$ cat config.mk
export PLATFORM = sky130hd
export DESIGN_NAME = sum_seq_ctrl
export DESIGN_NICKNAME = d
export VERILOG_FILES = /design/src/rtl/sum_seq_ctrl.sv
export SDC_FILE = /design/constraint.sdc
export NUM_CORES = 1
export LEC_CHECK = 0
export BUFFER_PORTS_ARGS = -buffer_cell sky130_fd_sc_hd__buf_4
export CORE_ASPECT_RATIO = 1.1
export CORE_UTILIZATION = 24
export CTS_BUF_LIST = sky130_fd_sc_hd__clkbuf_4 sky130_fd_sc_hd__clkbuf_8
export CTS_CLUSTER_DIAMETER = 150
export DETAILED_ROUTE_END_ITERATION = 12
export SYNTH_ARGS = -nofsm -noshare
export SYNTH_HDL_FRONTEND = slang
export SYNTH_SLANG_ARGS = --single-unit
$ cat constraint.sdc
create_clock -name i_clk -period 6.6 [get_ports i_clk]
set_clock_uncertainty 0.15 [all_clocks]
set_input_delay 0 -clock i_clk [delete_from_list [all_inputs] [get_ports i_clk]]
set_output_delay 0 -clock i_clk [all_outputs]
set_load 0.005 [all_outputs]
$ cat src/rtl/sum_seq_ctrl.sv
// sum_seq_ctrl: wide add/sub sequenced one SIZE_DATA-bit slice per cycle through a single SUM_unit
module SUM_unit #(
    parameter int SIZE_DATA = 28
) (
    input  logic [SIZE_DATA-1:0] i_data_a,
    input  logic [SIZE_DATA-1:0] i_data_b,
    input  logic                 i_carry,
    output logic [SIZE_DATA-1:0] o_sum,
    output logic                 o_carry
);
    assign {o_carry, o_sum} = (SIZE_DATA+1)'(i_data_a) + (SIZE_DATA+1)'(i_data_b) + (SIZE_DATA+1)'(i_carry);
endmodule

module sum_seq_ctrl #(
    parameter int SIZE_DATA = 28,
    parameter int NUM_WORDS = 2
) (
    input  logic                           i_clk,
    input  logic                           i_rst_n,
    input  logic                           i_start,
    input  logic                           i_sub,
    input  logic                           i_carry,
    input  logic [NUM_WORDS*SIZE_DATA-1:0] i_data_a,
    input  logic [NUM_WORDS*SIZE_DATA-1:0] i_data_b,
    output logic                           o_busy,
    output logic                           o_done,
    output logic [NUM_WORDS*SIZE_DATA-1:0] o_sum,
    output logic                           o_carry
);
    localparam int IW = NUM_WORDS > 1 ? $clog2(NUM_WORDS) : 1;
    typedef enum logic [1:0] {IDLE, RUN, DONE} state_e;
    typedef logic [NUM_WORDS-1:0][SIZE_DATA-1:0] word_t;
    state_e state_q, state_d;
    logic [IW-1:0] idx_q, idx_d;
    word_t a_q, a_d, b_q, b_d, work_q, work_d, sum_q, sum_d;
    logic c_q, c_d, carry_q, carry_d;
    logic [SIZE_DATA-1:0] s_sum;
    logic s_carry, last;
    assign last = idx_q == IW'(NUM_WORDS-1);
    SUM_unit #(.SIZE_DATA(SIZE_DATA)) u_sum (
        .i_data_a(a_q[idx_q]),
        .i_data_b(b_q[idx_q]),
        .i_carry (c_q),
        .o_sum   (s_sum),
        .o_carry (s_carry)
    );
    always_ff @(posedge i_clk or negedge i_rst_n) begin
        if (!i_rst_n) state_q <= IDLE;
        else state_q <= state_d;
    end
    always_comb begin
        state_d = state_q;
        if (state_q == IDLE) state_d = i_start ? RUN : IDLE;
        else if (state_q == RUN) state_d = last ? DONE : RUN;
        else state_d = IDLE;
    end
    always_comb begin
        o_busy = state_q != IDLE;
        o_done = state_q == DONE;
    end
    always_ff @(posedge i_clk or negedge i_rst_n) begin
        if (!i_rst_n) begin
            idx_q   <= '0;
            a_q     <= '0;
            b_q     <= '0;
            c_q     <= 1'b0;
            work_q  <= '0;
            sum_q   <= '0;
            carry_q <= 1'b0;
        end else begin
            idx_q   <= idx_d;
            a_q     <= a_d;
            b_q     <= b_d;
            c_q     <= c_d;
            work_q  <= work_d;
            sum_q   <= sum_d;
            carry_q <= carry_d;
        end
    end
    // the result register loads only on the last slice so o_sum never shows a partial update
    always_comb begin
        idx_d   = idx_q;
        a_d     = a_q;
        b_d     = b_q;
        c_d     = c_q;
        work_d  = work_q;
        sum_d   = sum_q;
        carry_d = carry_q;
        if (state_q == IDLE && i_start) begin
            a_d   = i_data_a;
            b_d   = i_sub ? ~i_data_b : i_data_b;
            c_d   = i_sub | i_carry;
            idx_d = '0;
        end else if (state_q == RUN) begin
            work_d[idx_q] = s_sum;
            c_d           = s_carry;
            idx_d         = last ? '0 : idx_q + IW'(1);
            sum_d         = last ? work_d : sum_q;
            carry_d       = last ? s_carry : carry_q;
        end
    end
    assign o_sum   = sum_q;
    assign o_carry = carry_q;
endmodule
Word level (Yosys, flattened, before mapping)
Index checks and enable logic that the tools add are counted.

Output and inout bits: 59. Register bits after elaboration: 229.

$add $sub $neg: 3. Multiplexer cells: 17. Magnitude comparators: 2. Reductions and logical operators: 7. Bitwise logic cells: 3. Equality and inequality tests: 2.

Operators with widths (count): $mux W28 (5); $bwmux W56 (1); $mux W56 (1); $not A56 Y56 (1); $add A28 B28 Y29 (1); $add A29 B1 Y29 (1); $demux W28 S1 (1); $mux W1 (6); $mux W2 (3); $reduce_bool A2 Y1 (2); $reduce_and A3 Y1 (1); $eq A2 B1 Y1 const B (1); $eq A2 B2 Y1 const B (1); $logic_and A1 B1 Y1 (2); $logic_not A2 Y1 (1); $lt A1 B2 Y1 const B (1); $reduce_and A2 Y1 (1); $add A1 B1 Y1 const B (1); $ge A1 B1 Y1 const B (1); $not A1 Y1 (1); $or A1 B1 Y1 (1).

Depth between registers and ports, before layout
Gate-level depths: netlist (run 1).

Word-level depth: 6. Depth in mapped cells: 12.

By module
A second synthesis (run 1) with hierarchy kept.

Cells, all modules: 776. Area, all modules: 10281.1 um2.

Modules (own cells, without submodules): sum_seq_ctrl (times used 1, sequential area each 5029.8 um2, cells an instance 559, area each 8664.6 um2); SUM_unit (times used 1, sequential area each 0.0 um2, cells an instance 217, area each 1616.6 um2).

Worst setup path after synthesis (run 1)
OpenSTA, ideal clock, no wires.

Path kind: reg2reg. From: register idx_q. To: register work_q[18] (netlist name). Cell stages (with the launch flop): 12. Path buffers: 2. Setup time: 135 ps. Setup slack: 3057 ps. Arrival time: 3258 ps. Path through: dfrtp_1 clkbuf_1 clkbuf_1 mux2_2 fa_1 fa_1 a21o_1 a221o_1 a211oi_4 o31ai_1 xnor2_1 o21ai_0.

Cells in the longest elaborated chain, start to end: 5. Elaborated cells between the ends (all ways): 12. Classes of those cells: add/sub: 2; order compare: 2; mux: 7; reduce/logical: 1.

Ends and longest elaborated chain: start: declaration (line 34) `logic [IW-1:0] idx_q, idx_d;`; start signal: assignment (line 71) `idx_q <= idx_d;`; $mux W28 (implied by the code) (tied with other cells) (2 in series) (line 41) `.i_data_a(a_q[idx_q]),`; $add A28 B28 Y29 / $mux W28 (equally long branches) (line 11, 95); $add A29 B1 Y29 / $demux W28 S1 (equally long branches) (line 11, 95); $bwmux W56 (*) (line 95) `work_d[idx_q] = s_sum;`; end signal: assignment (line 75) `work_q <= work_d;`; end: declaration (line 35) `word_t a_q, a_d, b_q, b_d, work_q, work_d, sum_q, sum_d;`.

Mark *: on every way between the ends. The rest lies on a longest branch, timed or not. The select of a mux whose other input is x is not followed. A chain may end at the register's enable or synchronous reset.

Worst setup path in the final report (run 1)
From: register idx_q. To: register sum_q (netlist bit o_sum[44]).

Cells in the longest elaborated chain, start to end: 5. Elaborated cells between the ends (all ways): 13. Classes of those cells: add/sub: 2; order compare: 2; mux: 7; reduce/logical: 2.

Ends and longest elaborated chain: $mux W28 (implied by the code) (tied with other cells) (2 in series) (line 41); $add A28 B28 Y29 / $mux W28 (equally long branches) (line 11, 95); $add A29 B1 Y29 / $demux W28 S1 (equally long branches) (line 11, 95); $bwmux W56 (line 95); end signal: assignment (line 76) `sum_q <= sum_d;`; end: declaration (line 35).

Several ways; a longest one is shown, not always the timed one. The select of a mux whose other input is x is not followed.

==> flow_summary.ini, run 1 <==
[grt]
antenna_found_initial = 0
grt_pass1_vias = 8469
grt-ovfl-total = 0
grt_usage = 0.1415
grt_max_degree = 169
grt_first_pass_wirelength_microns = 47260

[run_status]
outcome = finished clean

[yosys]
synth_cell_types = 53
avgSynthCellArea_sq_um = 10.07
synth_seq_cells = 201
synth_edf_count = 0
syn-num-nets = 1164
synth_cells = 1018
async_reset_ff_frac = 1.000
yosysSeqAreaShare = 0.4908
ys.flop_type = dfrtp_1
yosysWarnings = 0
syn_area_sq_um = 10250

[power_and_ir_drop]
peakVddDrop_uv = 289.7
p_per_area_nw_per_um2 = 604.4
p_leak_nw = 6.142

[timing]
fin_setup_tns_ns = 0
fmax_ghz = 0.2474
period_minus_slack_ns = 4.043
final_max_slew_viol_count = 0
tightest_slew_ns = 0.9328
final-setup-viol-count = 0
fin_crit_sh = 0.6125
setup_ws_ns = 2.557
rsz0062_at_grt = no
hold_violations = 0
maxSlewHeadroom = 0.3781

[detailed_routing]
first_iter_violations = 348
vias = 8326
routed_wl_microns = 30180
antenna_left = 0
remaining_drc_errors = 0
wl_per_cell_microns = 16.04
drt_pass1_iterations = 4
viasPerCell = 4.426

[placed_design]
numPortBuffers = 175
globalplace.congestion = 0.8857
post-place-ws_ns = 2.634
place_hpwl_microns = 21030

[worst_setup_path]
start_kind = flop
r2r-end = o_sum[44]$_DFFE_PN0P_
crit_arrival_ns = 4.27
r2r-start = idx_q$_DFFE_PN0P_
cp-end-kind = flop
cp.required_ns = 6.83
cp_max_fo = 20
reg2reg_depth = 9
rrSetupSlack_ns = 2.56
path_class = flop to flop

[final_layout]
drive_gt1_frac = 0.2907
final_common_cell = dfrtp_1
final_nets = 1439
antennaDiodeCount = 0
fill_cells = 4330
mostFrequentLayoutCells = dfrtp_1 (200), buf_4 (181), nand2_1 (175), dlygate4sd3_1 (115), mux2_2 (112)
syn_to_final_growth_pct = 37.08

[die]
core_region_area_sq_um = 42210
initial_core_util = 0.2428
num_io_pins = 176
die_w_microns = 199.0
dieHeight_microns = 218.7
dieArea_sq_um = 43530
rows = 79

[cts]
cts_tree = yes
cts_max_path_buffers = 3
htreeDepth = 2
cts.reportedPaths.clkPinSlew_ns = 0.06
holdBufCountCts = 116
numClockSinks = 201
cts-buffers-inserted = 38
cts-root-buf = clkbuf_8
cts_resized = 0
post_cts_buffers = 0
clk_latency_ns = 0.55

[min_path]
min_from = i_data_a[54]
hp-class = primary input to flop
hold_depth = 3
holdPathEnd = a_q[54]$_DFFE_PN0P_

[flow_run]
drv_cap = 0
power breakdown:
part           total (W)  internal [W]  switching, W
Combinational    0.00502       0.00203       0.00299
Clock            0.00125      0.000729      0.000519
Sequential       0.00222       0.00185      0.000368
Total            0.00849       0.00462       0.00387
per-layer routing:
metal,up-vias,share of wire,global-route usage
met5,-,0,0
met4,0,0.027,0.04897
met3,50,0.049,0.02500
met2,257,0.44,0.2159
met1,3961,0.48,0.1993
li1,4058,-,-
final cells by class:
class / instances / area, sq um / area share
Clock inverter: 5 / 50.05 / 0.003563
Tap cell: 567 / 709.4 / 0.05050
Multi-Input combinational cell: 750 / 4955 / 0.3527
Timing Repair Buffer: 299 / 2571 / 0.1830
Clock buffer: 56 / 720.7 / 0.05130
Sequential cell: 201 / 5031 / 0.3581
Inverter: 3 / 11.26 / 0.0008016
critical path: stages (launching register included):
cell and delay (ns):
dfrtp_2 0.64, mux2_2 0.42, fa_1 0.47, fa_1 0.43, a21o_1 0.24, a221o_1 0.38, a211oi_4 0.38, nor2_1 0.15
xnor2_1 0.45, o21ai_0 0.15
state kept, by name (all words and copies together), names as in the netlist:
register,flops
work_q,28
idx_q,1
o_carry,1
c_q,1
a_q,56
b_q,56
o_sum,56
state_q,2
stage by stage:
step / cells / instance area (sq um) / power (W) / hold slack [ns] / utilization
2_1_floorplan: 1018 / 10250 / 0.005515 / -0.4456 / -
3_3_place_gp: 1704 / 12100 / 0.007117 / -0.09366 / 0.2867
3_5_place_dp: 1704 / 12100 / 0.007172 / -0.08912 / 0.2867
4_1_cts: 1881 / 14050 / 0.008545 / 0.03335 / 0.3328
5_1_grt: 1881 / 14050 / 0.009190 / 0.06152 / 0.3328
6_report: 1881 / 14050 / 0.008491 / 0.07767 / 0.3328
worst max-delay path by stage:
| stage | start | to | slack, ns | depth (start not counted) |
|---|---|---|---|---|
| 6_report | idx_q$_DFFE_PN0P_ | o_sum[44]$_DFFE_PN0P_ | 2.56 | 9 |
| 2_1_floorplan | idx_q$_DFFE_PN0P_ | work_q[18]$_DFFE_PN0P_ | 3.06 | 11 |
| 5_1_grt | idx_q$_DFFE_PN0P_ | o_sum[42]$_DFFE_PN0P_ | 2.35 | 9 |
| 3_5_place_dp | idx_q$_DFFE_PN0P_ | o_sum[44]$_DFFE_PN0P_ | 2.63 | 9 |
| 3_3_place_gp | idx_q$_DFFE_PN0P_ | o_sum[44]$_DFFE_PN0P_ | 2.69 | 9 |
| 4_1_cts | idx_q$_DFFE_PN0P_ | o_sum[44]$_DFFE_PN0P_ | 2.62 | 9 |
synth_stat cells, types with 3 or more instances:
cell type,instances,share of area
o21ai_0,51,0.025
mux2_2,112,0.12
dfrtp_1,201,0.49
xnor2_1,67,0.057
o211ai_1,5,0.0037
nand4_1,12,0.0073
nor2_1,83,0.030
o31ai_1,7,0.0051
and3_1,5,0.0031
a211oi_2,4,0.0049
a21o_1,15,0.011
clkbuf_1,32,0.012
o21a_1,6,0.0044
and2_1,3,0.0018
buf_1,12,0.0044
nor3_1,12,0.0059
a21oi_1,92,0.045
xor2_1,7,0.0060
a211o_1,3,0.0026
a31oi_1,4,0.0024
nor2b_1,5,0.0031
nand2_1,176,0.064
ha_1,27,0.033
buf_2,20,0.0098
inv_1,3,0.0011
or2_2,8,0.0049
nand3_1,11,0.0054
a221o_1,3,0.0029
cells by family (layout without fill, tap and decap cells):
| group | Yosys count | after routing | synth area share |
|---|---|---|---|
| AOI/OAI and AO/OA | 208 | 208 | 0.1226 |
| xor gates and xnor gates | 74 | 74 | 0.06324 |
| adders and majority gates | 29 | 29 | 0.03687 |
| buffers and inverters | 67 | 363 | 0.02698 |
| DFF | 201 | 201 | 0.4908 |
| muxes | 113 | 113 | 0.1240 |
| and+or+nand+nor | 326 | 326 | 0.1355 |
Power figures use the tool's default switching activity.
==> run 2, diff against run 1 <==
==> constraint.sdc (replaced) <==
create_clock -name i_clk -period 4.21 [get_ports i_clk]
set_clock_uncertainty 0.15 [all_clocks]
set_input_delay 0 -clock i_clk [delete_from_list [all_inputs] [get_ports i_clk]]
set_output_delay 0 -clock i_clk [all_outputs]
set_load 0.005 [all_outputs]
==> run 2 against run 1 <==
Compared with the run above: non-clock buffer count grew 24; setup slack worse by 2.0 ns; flip-flop and latch count stayed put; critical path type unchanged; count of clock-buffer cells in the layout stayed put; final cell count increased by 1.5%; wire length is 5.2% higher; power increased by 61%.
==> flow_summary.ini, run 2 (synthesized netlist as in run 1, its figures left out) <==
[power_and_ir_drop]
pwr-share-comb = 0.599
pwr-share-seq = 0.253
p_leak_nw = 6.258
peakVddDrop_uv = 348.8
clkPwrFrac = 0.149
finalPower_w = 0.01369
p_per_area_nw_per_um2 = 955.2
switching_power_w = 0.006170
p_int_w = 0.007515
swShare = 0.4509

[cts]
holdBufCountCts = 137
cts-root-buf = clkbuf_8
post_cts_buffers = 0
cts_max_path_buffers = 3
cts_tree = yes
cts_resized = 0
clk_latency_ns = 0.57
cts.reportedPaths.clkPinSlew_ns = 0.06
htreeDepth = 2
numClockSinks = 201
cts-buffers-inserted = 37

[timing]
fmax_ghz = 0.2768
period_minus_slack_ns = 3.612
rsz0062_at_grt = no
fin_crit_sh = 0.8581
final-setup-viol-count = 0
final_max_slew_viol_count = 0
tightest_slew_ns = 1.099
fin_setup_tns_ns = 0
maxSlewHeadroom = 0.2671
hold_violations = 0

[detailed_routing]
routed_wl_microns = 31740
antenna_left = 0
vias = 8439
drt_pass1_iterations = 4
viasPerCell = 4.421
remaining_drc_errors = 0
first_iter_violations = 290
wl_per_cell_microns = 16.63

[min_path]
hp-class = primary input to flop

[grt]
grt_usage = 0.1498
antenna_found_initial = 1
grt_max_degree = 126
grt_pass1_vias = 8791
grt-ovfl-total = 0
grt_first_pass_wirelength_microns = 49580

[worst_setup_path]
crit_arrival_ns = 3.85
start_kind = flop
cp-end-kind = flop
cp.required_ns = 4.44
cp_max_fo = 6
path_class = flop to flop

[final_layout]
final_nets = 1462
final_common_cell = dfrtp_1
syn_to_final_growth_pct = 39.80
drive_gt1_frac = 0.2893
mostFrequentLayoutCells = dfrtp_1 (200), buf_4 (182), nand2_1 (175), dlygate4sd3_1 (136), mux2_2 (112)

[placed_design]
numPortBuffers = 175
globalplace.congestion = 0.8271
place_hpwl_microns = 21810

[die]
num_io_pins = 176
die_w_microns = 199.0
dieArea_sq_um = 43530
dieHeight_microns = 218.7
rows = 79
core_region_area_sq_um = 42210
initial_core_util = 0.2428

[flow_run]
drv_cap = 0

[run_status]
outcome = finished clean
## run 2: cell types whose count changed in the layout (fill, tap and decap cells not counted)
cell	change
clkinvlp_4	+2
buf_12	+3
clkbuf_8	-3
dlygate4sd3_1	+21
clkbuf_4	+3
buf_4	+1
bufinv_16	+1
diode_2	+1
buf_16	-1
## run 2: area by class of cell
| class | count | area (sq um) |
|---|---|---|
| multi-input cells | 750 | 4955 |
| flip-flops and latches | 201 | 5031 |
| fillers | 4307 | 27880 |
| diodes | 1 | 2.502 |
| clock inverters | 8 | 95.09 |
| repair buffers | 323 | 2821 |
| clock buffers | 56 | 701.9 |
| inverters | 3 | 11.26 |
| well taps | 567 | 709.4 |
## run 2: metrics by stage
step	hold WS, ns	utilization	instance area [sq um]	std cells	worst slack [ns]
finish	0.02534	0.3395	14330	1909	0.5976
global route	0.04871	0.3395	14330	1909	0.4327
CTS	0.01364	0.3394	14330	1908	0.6503
detailed placement	0.01234	0.2878	12150	1707	0.6658
global placement	0.001680	0.2878	12150	1707	0.6840
floorplan	-0.4456	-	10250	1018	0.6672
## run 2: power by group through the flow
| stage | clock (W) | combinational, W | sequential [W] |
|---|---|---|---|
| floorplan | 0 | 0.00534 | 0.00330 |
| global placement | 0 | 0.00787 | 0.00347 |
| detailed placement | 0 | 0.00790 | 0.00350 |
| CTS | 0.00212 | 0.00820 | 0.00347 |
| global route | 0.00219 | 0.00904 | 0.00359 |
| finish | 0.00203 | 0.00819 | 0.00346 |
## run 2: final timing paths
| path | startpoint | to | slack [ns] | cells after the start |
|---|---|---|---|---|
| max in group asynchronous | i_rst_n | a_q[20]$_DFFE_PN0P_ | 2.54 | 4 |
| min in group asynchronous | i_rst_n | a_q[28]$_DFFE_PN0P_ | 0.42 | 3 |
| worst min-delay path | i_sub | b_q[4]$_DFFE_PN0P_ | 0.03 | 3 |
| worst max register to register | idx_q$_DFFE_PN0P_ | work_q[14]$_DFFE_PN0P_ | 0.60 | 9 |
| worst min register to register | work_q[7]$_DFFE_PN0P_ | o_sum[7]$_DFFE_PN0P_ | 0.32 | 2 |
| worst max-delay path | idx_q$_DFFE_PN0P_ | work_q[14]$_DFFE_PN0P_ | 0.60 | 9 |
## run 2: critical path, cell delays in order, from the launching register on
cell      delay, ns
dfrtp_2        0.44
mux2_2         0.37
fa_1           0.47
fa_1           0.42
a21o_1         0.24
a221oi_1       0.38
o21ai_0        0.31
a41oi_1        0.31
xor2_1         0.24
o21ai_0        0.11
## run 2: per-layer routing
metal  share of wire  wire (microns)  GRT usage  vias to the layer above
met5               0               0          0                        -
met1            0.48           15250     0.2059                     4057
met3           0.039            1242    0.02515                       53
li1                -               -          -                     4114
met2            0.45           14310     0.2321                      215
met4           0.029             927    0.05974                        0
